`src/rtl/if_fetch_buffer_pkg.sv`:
```
// Shared definitions for the instruction-fetch stage.
//   PC_INIT_DEFAULT : default first fetched PC after reset
//   IF_ID_BUS_W     : width of the IF->ID bus {adef, pc[31:0], inst[31:0]}
//   ADEF_BIT, PC_LSB, INST_LSB : field offsets inside that bus
//   pack_if_id()    : builds one IF->ID bus word from its fields
package if_fetch_buffer_pkg;

    localparam logic [31:0] PC_INIT_DEFAULT = 32'h1c00_0000;
    localparam int unsigned IF_ID_BUS_W     = 65;
    localparam int unsigned ADEF_BIT        = 64;
    localparam int unsigned PC_LSB          = 32;
    localparam int unsigned INST_LSB        = 0;

    function automatic logic [IF_ID_BUS_W-1:0] pack_if_id(
        input logic        adef,
        input logic [31:0] pc,
        input logic [31:0] inst
    );
        logic [IF_ID_BUS_W-1:0] bus;
        bus                  = '0;
        bus[ADEF_BIT]        = adef;
        bus[PC_LSB +: 32]    = pc;
        bus[INST_LSB +: 32]  = inst;
        return bus;
    endfunction

endpackage

```
`src/rtl/if_fetch_buffer_fifo.sv`:
```
// sync_fifo: synchronous FIFO with registered storage.
//   clk, rst   : clock, synchronous active-high reset
//   clear      : empties the FIFO (dominates push/pop)
//   push, push_data : write one entry (accepted if not full, or full and popping)
//   pop        : remove the head entry (ignored when empty)
//   head       : current head entry (valid when !empty)
//   count      : number of stored entries
//   full, empty: status flags
module sync_fifo #(
    parameter int unsigned WIDTH = 32,
    parameter int unsigned DEPTH = 4
) (
    input  logic                   clk,
    input  logic                   rst,
    input  logic                   clear,
    input  logic                   push,
    input  logic [WIDTH-1:0]       push_data,
    input  logic                   pop,
    output logic [WIDTH-1:0]       head,
    output logic [$clog2(DEPTH):0] count,
    output logic                   full,
    output logic                   empty
);

    localparam int unsigned PW = (DEPTH > 1) ? $clog2(DEPTH) : 1;
    localparam int unsigned CW = $clog2(DEPTH) + 1;
    localparam logic [PW-1:0] LAST     = PW'(DEPTH - 1);
    localparam logic [CW-1:0] FULL_CNT = CW'(DEPTH);

    logic [WIDTH-1:0] mem [DEPTH];
    logic [PW-1:0]    rd_ptr;
    logic [PW-1:0]    wr_ptr;
    logic [CW-1:0]    cnt;
    logic             do_push;
    logic             do_pop;

    function automatic logic [PW-1:0] ptr_next(input logic [PW-1:0] p);
        return (p == LAST) ? '0 : p + PW'(1);
    endfunction

    assign empty   = (cnt == '0);
    assign full    = (cnt == FULL_CNT);
    assign count   = cnt;
    assign head    = mem[rd_ptr];
    assign do_pop  = pop && !empty;
    assign do_push = push && (!full || do_pop);

    always_ff @(posedge clk) begin
        if (rst || clear) begin
            rd_ptr <= '0;
            wr_ptr <= '0;
            cnt    <= '0;
        end else begin
            if (do_push) begin
                mem[wr_ptr] <= push_data;
                wr_ptr      <= ptr_next(wr_ptr);
            end
            if (do_pop) begin
                rd_ptr <= ptr_next(rd_ptr);
            end
            cnt <= cnt + CW'(do_push) - CW'(do_pop);
        end
    end

endmodule

```
`src/rtl/if_fetch_buffer.sv`:
```
// if_fetch_buffer: instruction-fetch stage.
//   PC generator, request/ack instruction-memory interface with up to MAX_OUTST
//   requests in flight, and an IBUF_DEPTH-entry instruction buffer feeding ID.
//   clk, rst          : clock, synchronous active-high reset
//   inst_req/addr     : fetch request and address (current PC)
//   inst_addr_ok      : request accepted this cycle
//   inst_data_ok/rdata: one in-order response this cycle
//   flush/flush_target: WB redirect (wins over br_redirect)
//   br_redirect/br_target : ID taken-branch redirect
//   id_allowin        : ID accepts the buffer head this cycle
//   if_to_id_valid/bus: buffer head {adef, pc, inst} for ID
module if_fetch_buffer
    import if_fetch_buffer_pkg::*;
#(
    parameter logic [31:0] PC_INIT    = PC_INIT_DEFAULT,
    parameter int unsigned IBUF_DEPTH = 4,
    parameter int unsigned MAX_OUTST  = 2
) (
    input  logic                   clk,
    input  logic                   rst,
    output logic                   inst_req,
    output logic [31:0]            inst_addr,
    input  logic                   inst_addr_ok,
    input  logic                   inst_data_ok,
    input  logic [31:0]            inst_rdata,
    input  logic                   flush,
    input  logic [31:0]            flush_target,
    input  logic                   br_redirect,
    input  logic [31:0]            br_target,
    input  logic                   id_allowin,
    output logic                   if_to_id_valid,
    output logic [IF_ID_BUS_W-1:0] if_to_id_bus
);

    localparam int unsigned OW = $clog2(MAX_OUTST) + 1;
    localparam int unsigned BW = $clog2(IBUF_DEPTH) + 1;

    logic [31:0]            pc;
    logic [OW-1:0]          outstanding;
    logic [OW-1:0]          cancel_cnt;
    logic                   adef_stall;

    logic                   redirect;
    logic [31:0]            redirect_pc;
    logic                   room;
    logic                   addr_hs;
    logic                   live_data;
    logic                   adef_fire;

    logic                   ibuf_push;
    logic                   ibuf_pop;
    logic [IF_ID_BUS_W-1:0] ibuf_din;
    logic [IF_ID_BUS_W-1:0] ibuf_head;
    logic [BW-1:0]          ibuf_count;
    logic                   ibuf_full;
    logic                   ibuf_empty;

    logic [31:0]            tag_pc;
    logic [OW-1:0]          tag_count;
    logic                   tag_full;
    logic                   tag_empty;

    assign redirect    = flush || br_redirect;
    assign redirect_pc = flush ? flush_target : br_target;

    // Every in-flight request (live or cancelled) reserves a buffer slot,
    // so a response can always be accepted.
    assign room = (32'(ibuf_count) + 32'(outstanding)) < IBUF_DEPTH;

    assign inst_req  = !rst && !redirect && !adef_stall && (pc[1:0] == 2'b00)
                       && (32'(outstanding) < MAX_OUTST) && room;
    assign inst_addr = pc;
    assign addr_hs   = inst_req && inst_addr_ok;

    // Cancelled responses carry no tag (the tag queue is cleared on redirect),
    // so only live responses pop it.
    assign live_data = inst_data_ok && (cancel_cnt == '0);

    assign adef_fire = !rst && !redirect && !adef_stall && (pc[1:0] != 2'b00)
                       && (outstanding == '0) && (cancel_cnt == '0) && room;

    assign ibuf_push = !redirect && (live_data || adef_fire);
    assign ibuf_din  = adef_fire ? pack_if_id(1'b1, pc, 32'h0)
                                 : pack_if_id(1'b0, tag_pc, inst_rdata);

    assign if_to_id_valid = !ibuf_empty && !redirect;
    assign if_to_id_bus   = ibuf_empty ? '0 : ibuf_head;
    assign ibuf_pop       = if_to_id_valid && id_allowin;

    sync_fifo #(
        .WIDTH (IF_ID_BUS_W),
        .DEPTH (IBUF_DEPTH)
    ) u_ibuf (
        .clk       (clk),
        .rst       (rst),
        .clear     (redirect),
        .push      (ibuf_push),
        .push_data (ibuf_din),
        .pop       (ibuf_pop),
        .head      (ibuf_head),
        .count     (ibuf_count),
        .full      (ibuf_full),
        .empty     (ibuf_empty)
    );

    sync_fifo #(
        .WIDTH (32),
        .DEPTH (MAX_OUTST)
    ) u_pc_tag (
        .clk       (clk),
        .rst       (rst),
        .clear     (redirect),
        .push      (addr_hs),
        .push_data (pc),
        .pop       (live_data),
        .head      (tag_pc),
        .count     (tag_count),
        .full      (tag_full),
        .empty     (tag_empty)
    );

    always_ff @(posedge clk) begin
        if (rst) begin
            pc          <= PC_INIT;
            outstanding <= '0;
            cancel_cnt  <= '0;
            adef_stall  <= 1'b0;
        end else begin
            outstanding <= outstanding + OW'(addr_hs) - OW'(inst_data_ok);
            if (redirect) begin
                pc         <= redirect_pc;
                // Everything still pending after this edge becomes cancelled;
                // this already covers responses that were cancelled earlier.
                cancel_cnt <= outstanding + OW'(addr_hs) - OW'(inst_data_ok);
                adef_stall <= 1'b0;
            end else begin
                if (addr_hs) begin
                    pc <= pc + 32'd4;
                end
                if (inst_data_ok && (cancel_cnt != '0)) begin
                    cancel_cnt <= cancel_cnt - OW'(1);
                end
                if (adef_fire) begin
                    adef_stall <= 1'b1;
                end
            end
        end
    end

    ap_no_ibuf_overflow: assert property (@(posedge clk) disable iff (rst)
        !(ibuf_push && ibuf_full && !ibuf_pop));
    ap_no_spurious_data: assert property (@(posedge clk) disable iff (rst)
        !(inst_data_ok && (outstanding == '0)));
    ap_cancel_bound: assert property (@(posedge clk) disable iff (rst)
        32'(cancel_cnt) <= MAX_OUTST);
    ap_tag_balance: assert property (@(posedge clk) disable iff (rst)
        (32'(tag_count) + 32'(cancel_cnt)) == 32'(outstanding));
    ap_tag_push_room: assert property (@(posedge clk) disable iff (rst)
        !(addr_hs && tag_full));
    ap_tag_pop_avail: assert property (@(posedge clk) disable iff (rst)
        !(live_data && tag_empty));

endmodule

```
`config.mk`:
```
export PLATFORM = sky130hd
export DESIGN_NAME = if_fetch_buffer
export DESIGN_NICKNAME = d
export VERILOG_FILES = /design/src/rtl/if_fetch_buffer_pkg.sv /design/src/rtl/if_fetch_buffer_fifo.sv /design/src/rtl/if_fetch_buffer.sv
export SDC_FILE = /design/constraint.sdc
export NUM_CORES = 1
export LEC_CHECK = 0
export BUFFER_PORTS_ARGS = -buffer_cell sky130_fd_sc_hd__buf_2
export CORE_MARGIN = 10
export CORE_UTILIZATION = 58
export DETAILED_ROUTE_END_ITERATION = 6
export GPL_TIMING_DRIVEN = 0
export HOLD_SLACK_MARGIN = 0.03
export PLACE_DENSITY = 0.87
export SYNTH_ARGS = -nofsm -noshare
export SYNTH_HDL_FRONTEND = slang
export SYNTH_SLANG_ARGS = --single-unit
```
`constraint.sdc`:
```
create_clock -name clk -period 4.4 [get_ports clk]
set_input_delay 0.44 -clock clk [delete_from_list [all_inputs] [get_ports clk]]
set_output_delay 0.44 -clock clk [all_outputs]
set_load 0.02 [all_outputs]
```
-- After elaboration in Yosys (flattened, before gate mapping)
Memory sizes are Yosys's and may differ from the RTL's. A register that Yosys moved wholly into a read port is not among the register bits.
Index checks and enable logic that the tools add are counted.
- flip-flop bits (word level): 48
- memory bits (writable): 324
- input bits: 103
- word-level logic and storage cells: 93
- memories kept: 2
- $add $sub $neg: 13
- order comparisons: 2
- equal/unequal tests: 4
- multiplexer cells: 21
- reductions and logical operators: 41
- memory list (name ; depth ; width ; read ports ; clocked after memory_dff ; wr ports ; line ; RTL):
    u_ibuf.mem ; 4 ; 65 ; 1 ; 1 ; 1 ; if_fetch_buffer_fifo.sv:30 ; logic [WIDTH-1:0] mem [DEPTH];
    u_pc_tag.mem ; 2 ; 32 ; 1 ; 1 ; 1 ; if_fetch_buffer_fifo.sv:30 ;
- operator list (kind ; number):
    2-to-1 mux 65 bit ; 2
    2-to-1 mux 32 bit ; 3
    adder 32 x 3 -> 32 bit (second input constant) ; 1
    logical AND 1 bit ; 19
    2-to-1 mux 2 bit ; 6
    2-to-1 mux 1 bit ; 10
    logical NOT 2 bit ; 4
    nonzero test 2 bit ; 4
    logical NOT 1 bit ; 7
    equality test 2 bit (second input constant) ; 3
    logical OR 1 bit ; 5
    adder 2 x 1 -> 2 bit ; 2
    adder 2 x 1 -> 2 bit (second input constant) ; 2
    adder 3 x 2 -> 4 bit ; 1
    less-than comparator 4 x 3 -> 1 bit (second input constant) ; 1
    subtractor 2 x 1 -> 2 bit ; 2
    adder 3 x 1 -> 3 bit ; 1
    equality test 3 bit (second input constant) ; 1
    logical NOT 3 bit ; 1
    subtractor 3 x 1 -> 3 bit ; 1
    adder 1 bit (second input constant) ; 2
    less-than comparator 2 bit (second input constant) ; 1
    OR reduction 2 bit ; 1
    subtractor 2 x 1 -> 2 bit (second input constant) ; 1

-- Logic depth before layout (Yosys ltp)
- depth after elaboration: 14
- depth in mapped cells: 12
- mapped depth without buffers: 11

-- Hierarchy
A second synthesis with hierarchy kept.
- cell total of the unflattened synthesis: 1034
- area total of the unflattened synthesis: 16235.6 µm²
- modules (own cells, without submodules) (module ; instances ; cells an instance ; area each (µm²) ; seq. area each (µm²)):
    sync_fifo at u_ibuf ; 1 ; 390 ; 9919.5 ; 7987.7
    if_fetch_buffer ; 1 ; 514 ; 3764.9 ; 740.7
    sync_fifo at u_pc_tag ; 1 ; 130 ; 2551.2 ; 2021.9

-- Worst setup path before layout
No wires, ideal clock.
- path type: register to register
- start point: register outstanding[1]
- end point: memory u_ibuf.mem[0][0] (netlist bit) (enable)
- setup time: 0.430 ns
- arrival time: 3.407 ns
- data required time: 3.970 ns
- setup slack: 0.563 ns
- cell stages (with the launch flop): 9
- path buffers: 1
- clock period less this slack: 3.837 ns
- cell sequence: dfxtp_1 > ha_1 > nand3_1 > nand2_2 > or3_1 > buf_2 > a211o_1 > nor2_1 > and2_1
- longest elaborated chain between the ends: 10
- elaborated cells between the ends (all ways): 12
- ends and longest elaborated chain (element ; line ; RTL):
    start, declared ; if_fetch_buffer.sv:39 ; logic [OW-1:0] outstanding;
    start signal, assigned ; if_fetch_buffer.sv:129 ; outstanding <= outstanding + OW'(addr_hs) - OW'(inst_data_ok);
    parallel branches: the longest is 3 deep, another holds adder 3 x 2 -> 4 bit ; - ;
    logical AND 1 bit (*) ; if_fetch_buffer.sv:80 ; && (outstanding == '0) && (cancel_cnt == '0) && room;
    logical OR 1 bit (*) ; if_fetch_buffer.sv:82 ; assign ibuf_push = !redirect && (live_data || adef_fire);
    logical AND 1 bit (*) ; if_fetch_buffer.sv:82 ;
    logical AND 1 bit (*) ; if_fetch_buffer_fifo.sv:46 ; assign do_push = push && (!full || do_pop);
    2-to-1 mux 1 bit (*) ; if_fetch_buffer_fifo.sv:54 ; if (do_push) begin
    2-to-1 mux 1 bit (*) ; if_fetch_buffer_fifo.sv:49 ; if (rst || clear) begin
    2-to-1 mux 1 bit (implied by the code) (*) ; if_fetch_buffer_fifo.sv:55 ; mem[wr_ptr] <= push_data;
    end, declared ; if_fetch_buffer_fifo.sv:30 ;
Mark *: on every way between the ends.

==> flow_summary.toml <==
[detailed_routing]
antenna_left = 0
wl_per_cell_um = 22.6
vias = 9557
drc = 0
first_pass_iters = 5
drt-total-wl_um = 36700
avgViaCountPerCell = 5.89
drtIter0Drc = 898

[power]
finalPower_w = 0.00736
p_int_w = 0.00581
p_sw_w = 0.00155
vdd_ir_drop_max_v = 0.000224
cellLeakagePower_nw = 6.49
pwr-share-comb = 0.048
p_clk_frac = 0.412
seq_power_share = 0.539
switching_share = 0.211
power_density_nw_per_um2 = 401

[floorplan]
core_area_um2 = 26700
chipWidth_um = 184
die-area_um2 = 33900
start_util = 0.585
io_pins = 202
die_h_um = 184
core.rowCount = 60

[clock_tree]
clockBufferDepth = 3
cts.sinks = 375
clkTransAtPathRegs_ps = 60
root_buffer = "clkbuf_16"
cts_tree = "yes"
clk_latency_ps = 520
cts_hold_buf = 0
post-cts-setup-buffers = 0
htree_levels = 2
cts_resized = 0
cts_made_buffers = 37

[setup_path]
cp_slowest_stage_delay_ps = 710
worst_path_most_repeated_cell = "buf_2"
cp_slowest_cell = "buf_1"
path_max_fanout = 10
crit_type = "reg -> out"
critPathLaunchType = "flip-flop"
cp.required_ps = 3960
endpoint_kind = "primary output"
crit_arrival_ps = 2850
crit_chain = "buf_2, buf_1, mux4_2, and2_1, buf_2"

[place]
gp_congestion = 0.959
portBuffers = 201
post-dp-hpwl_um = 25100

[cells_and_area]
fillCellCount = 1790
areaGrowthSynthToFinish_pct = 17.5
antenna_cells = 0
fin_nets = 1372
drive_gt1_frac = 0.269

[yosys]
ys.flop_type = "edfxtp_1"
synth_edf_count = 324
synth.ff_latch_count = 375
yosys.area_share.adder = 0.0125
netlist_area_um2 = 15600
synthSimpleGateAreaFrac = 0.103
syn_area_per_cell_um2 = 15.5
ys_warn_count = 0
yosysTopAreaCell = "edfxtp_1"
yosys.area.top_type_share = 0.623
seq_area_frac_synth = 0.688
syn-num-nets = 1128
ys_top_cells_by_count = "edfxtp_1, and2_1, nor2_1, mux4_2, a21oi_1"
synthesis.instances = 1010
synth_mux_area_frac = 0.117
yosysMostFrequentCell = "edfxtp_1"
synth_top_family_by_area = "multiplexers"
synth_cell_types = 53
ys_top_cells_by_area = "edfxtp_1, mux4_2, dfxtp_1, and2_1, mux2i_1"
synth-compound-area-share = 0.0452
synth-xor-area-share = 0.0163
async_reset_ff_frac = 0

[sta]
tightest_slew_ps = 960
finalSetupViolations = 0
slew_headroom = 0.359
tns_ps = 0
min_period_ps = 3290
maxSlewViolCount = 0
max_freq_mhz = 304
rsz0062_at_grt = "no"
worst_clock_skew_ps = 20.0
hold_viol_final = 0
finalCritPeriodShare = 0.747

[flow_run]
drv_cap = 0

[global_route]
antenna_found_initial = 1
grt_pass1_vias = 10100
grt_pass1_wl_um = 56900
grt_max_degree = 62
track_usage = 0.218
grt_overflow = 0

[hold_path]
min_path_type = "in -> reg"

[outcome]
status = "finished clean"
routing by layer:
metal	part of all wire	vias up	global-route usage
met5	0.00019	-	0
met2	0.50	447	0.370
li1	-	4336	-
met3	0.086	63	0.0547
met1	0.39	4709	0.271
met4	0.021	2	0.0613
power groups by stage:
stage	Combinational, W	Sequential (W)	Clock (W)
finish	0.000355	0.00397	0.00303
global route	0.000389	0.00397	0.00321
global placement	0.000338	0.00404	0
CTS	0.000355	0.00396	0.00307
detailed placement	0.000351	0.00404	0
floorplan	0.000183	0.00404	0
registers in the layout (all words and copies together) (netlist names), named ones only:
register and cells:
adef_stall 1, u_ibuf.mem 260, u_pc_tag.rd_ptr 1, u_pc_tag.wr_ptr 1, inst_addr 32, outstanding 2
u_pc_tag.mem 64, cancel_cnt 2, u_pc_tag.count 2, u_ibuf.wr_ptr 2, u_ibuf.rd_ptr 2, u_ibuf.count 3
per-stage QoR:
stage | instance area, um2 | cells | hold WS [ps] | utilization | setup slack [ps]
final | 18400 | 1623 | 149 | 0.687 | 1110
after global routing | 18400 | 1623 | 153 | 0.687 | 890
after CTS | 18400 | 1623 | 129 | 0.687 | 988
after detailed placement | 17200 | 1556 | 504 | 0.643 | 737
after global placement | 17100 | 1552 | 492 | 0.638 | -805
after floorplan | 15600 | 1010 | 474 | - | 563
cell families after synthesis:
logic type                 after synthesis
DFF                                    375
and+or+nand+nor                        296
xor gates and xnor gates                29
adders and majority gates               15
buffers and inverters                   74
AOI/OAI and AO/OA                      119
muxes                                  102
final timing paths:
| kind | startpoint | endpoint | slack [ps] | cells past startpoint |
|---|---|---|---|---|
| setup / recovery | flip-flop | if_to_id_bus[50] | 1110 | 5 |
| hold / removal | flush_target[8] | inst_addr[8] | 150 | 3 |
| setup reg to reg | u_ibuf.count[1] | u_ibuf.mem[2][17] | 1160 | 9 |
| hold reg to reg | u_ibuf.wr_ptr[1] | u_ibuf.wr_ptr[1] | 520 | 2 |
cell type report:
class                           count  area (um2)  area share
Sequential cell                   375       10800       0.586
Multi-Input combinational cell    561        4610       0.251
Timing Repair Buffer              205        1120      0.0608
Clock buffer                       45         976      0.0532
Tap cell                          341         427      0.0232
Buffer                             55         210      0.0115
Clock inverter                     22         198      0.0108
Inverter                           19        71.3     0.00388
cell usage in the layout, fill, tap and decap left out, types with 4 or more instances in the layout:
master and instances:
nand4_1 8, a211oi_1 9, buf_16 4, clkinv_2 8, buf_2 204, o21ai_0 17, nand2_1 30, and2_4 4
a21oi_1 60, o22ai_1 9, xor2_1 13, nor2_1 77, clkbuf_16 37, mux2i_1 37, edfxtp_1 324, buf_1 10
inv_1 18, nand3_1 15, and3_1 15, a32oi_1 4, ha_1 14, or3_1 10, xnor2_1 16, clkinv_1 5
clkbuf_1 48, and2_1 101, nor3_1 13, mux4_2 65, dfxtp_1 51
worst max-delay path, delay by kind of cell (launching register included):
kind,cells,cell delay [ps]
buf+inv,3,1200
simple gates,1,180
mux,1,630
flops,1,320
(Power assumes the default switching activity.)
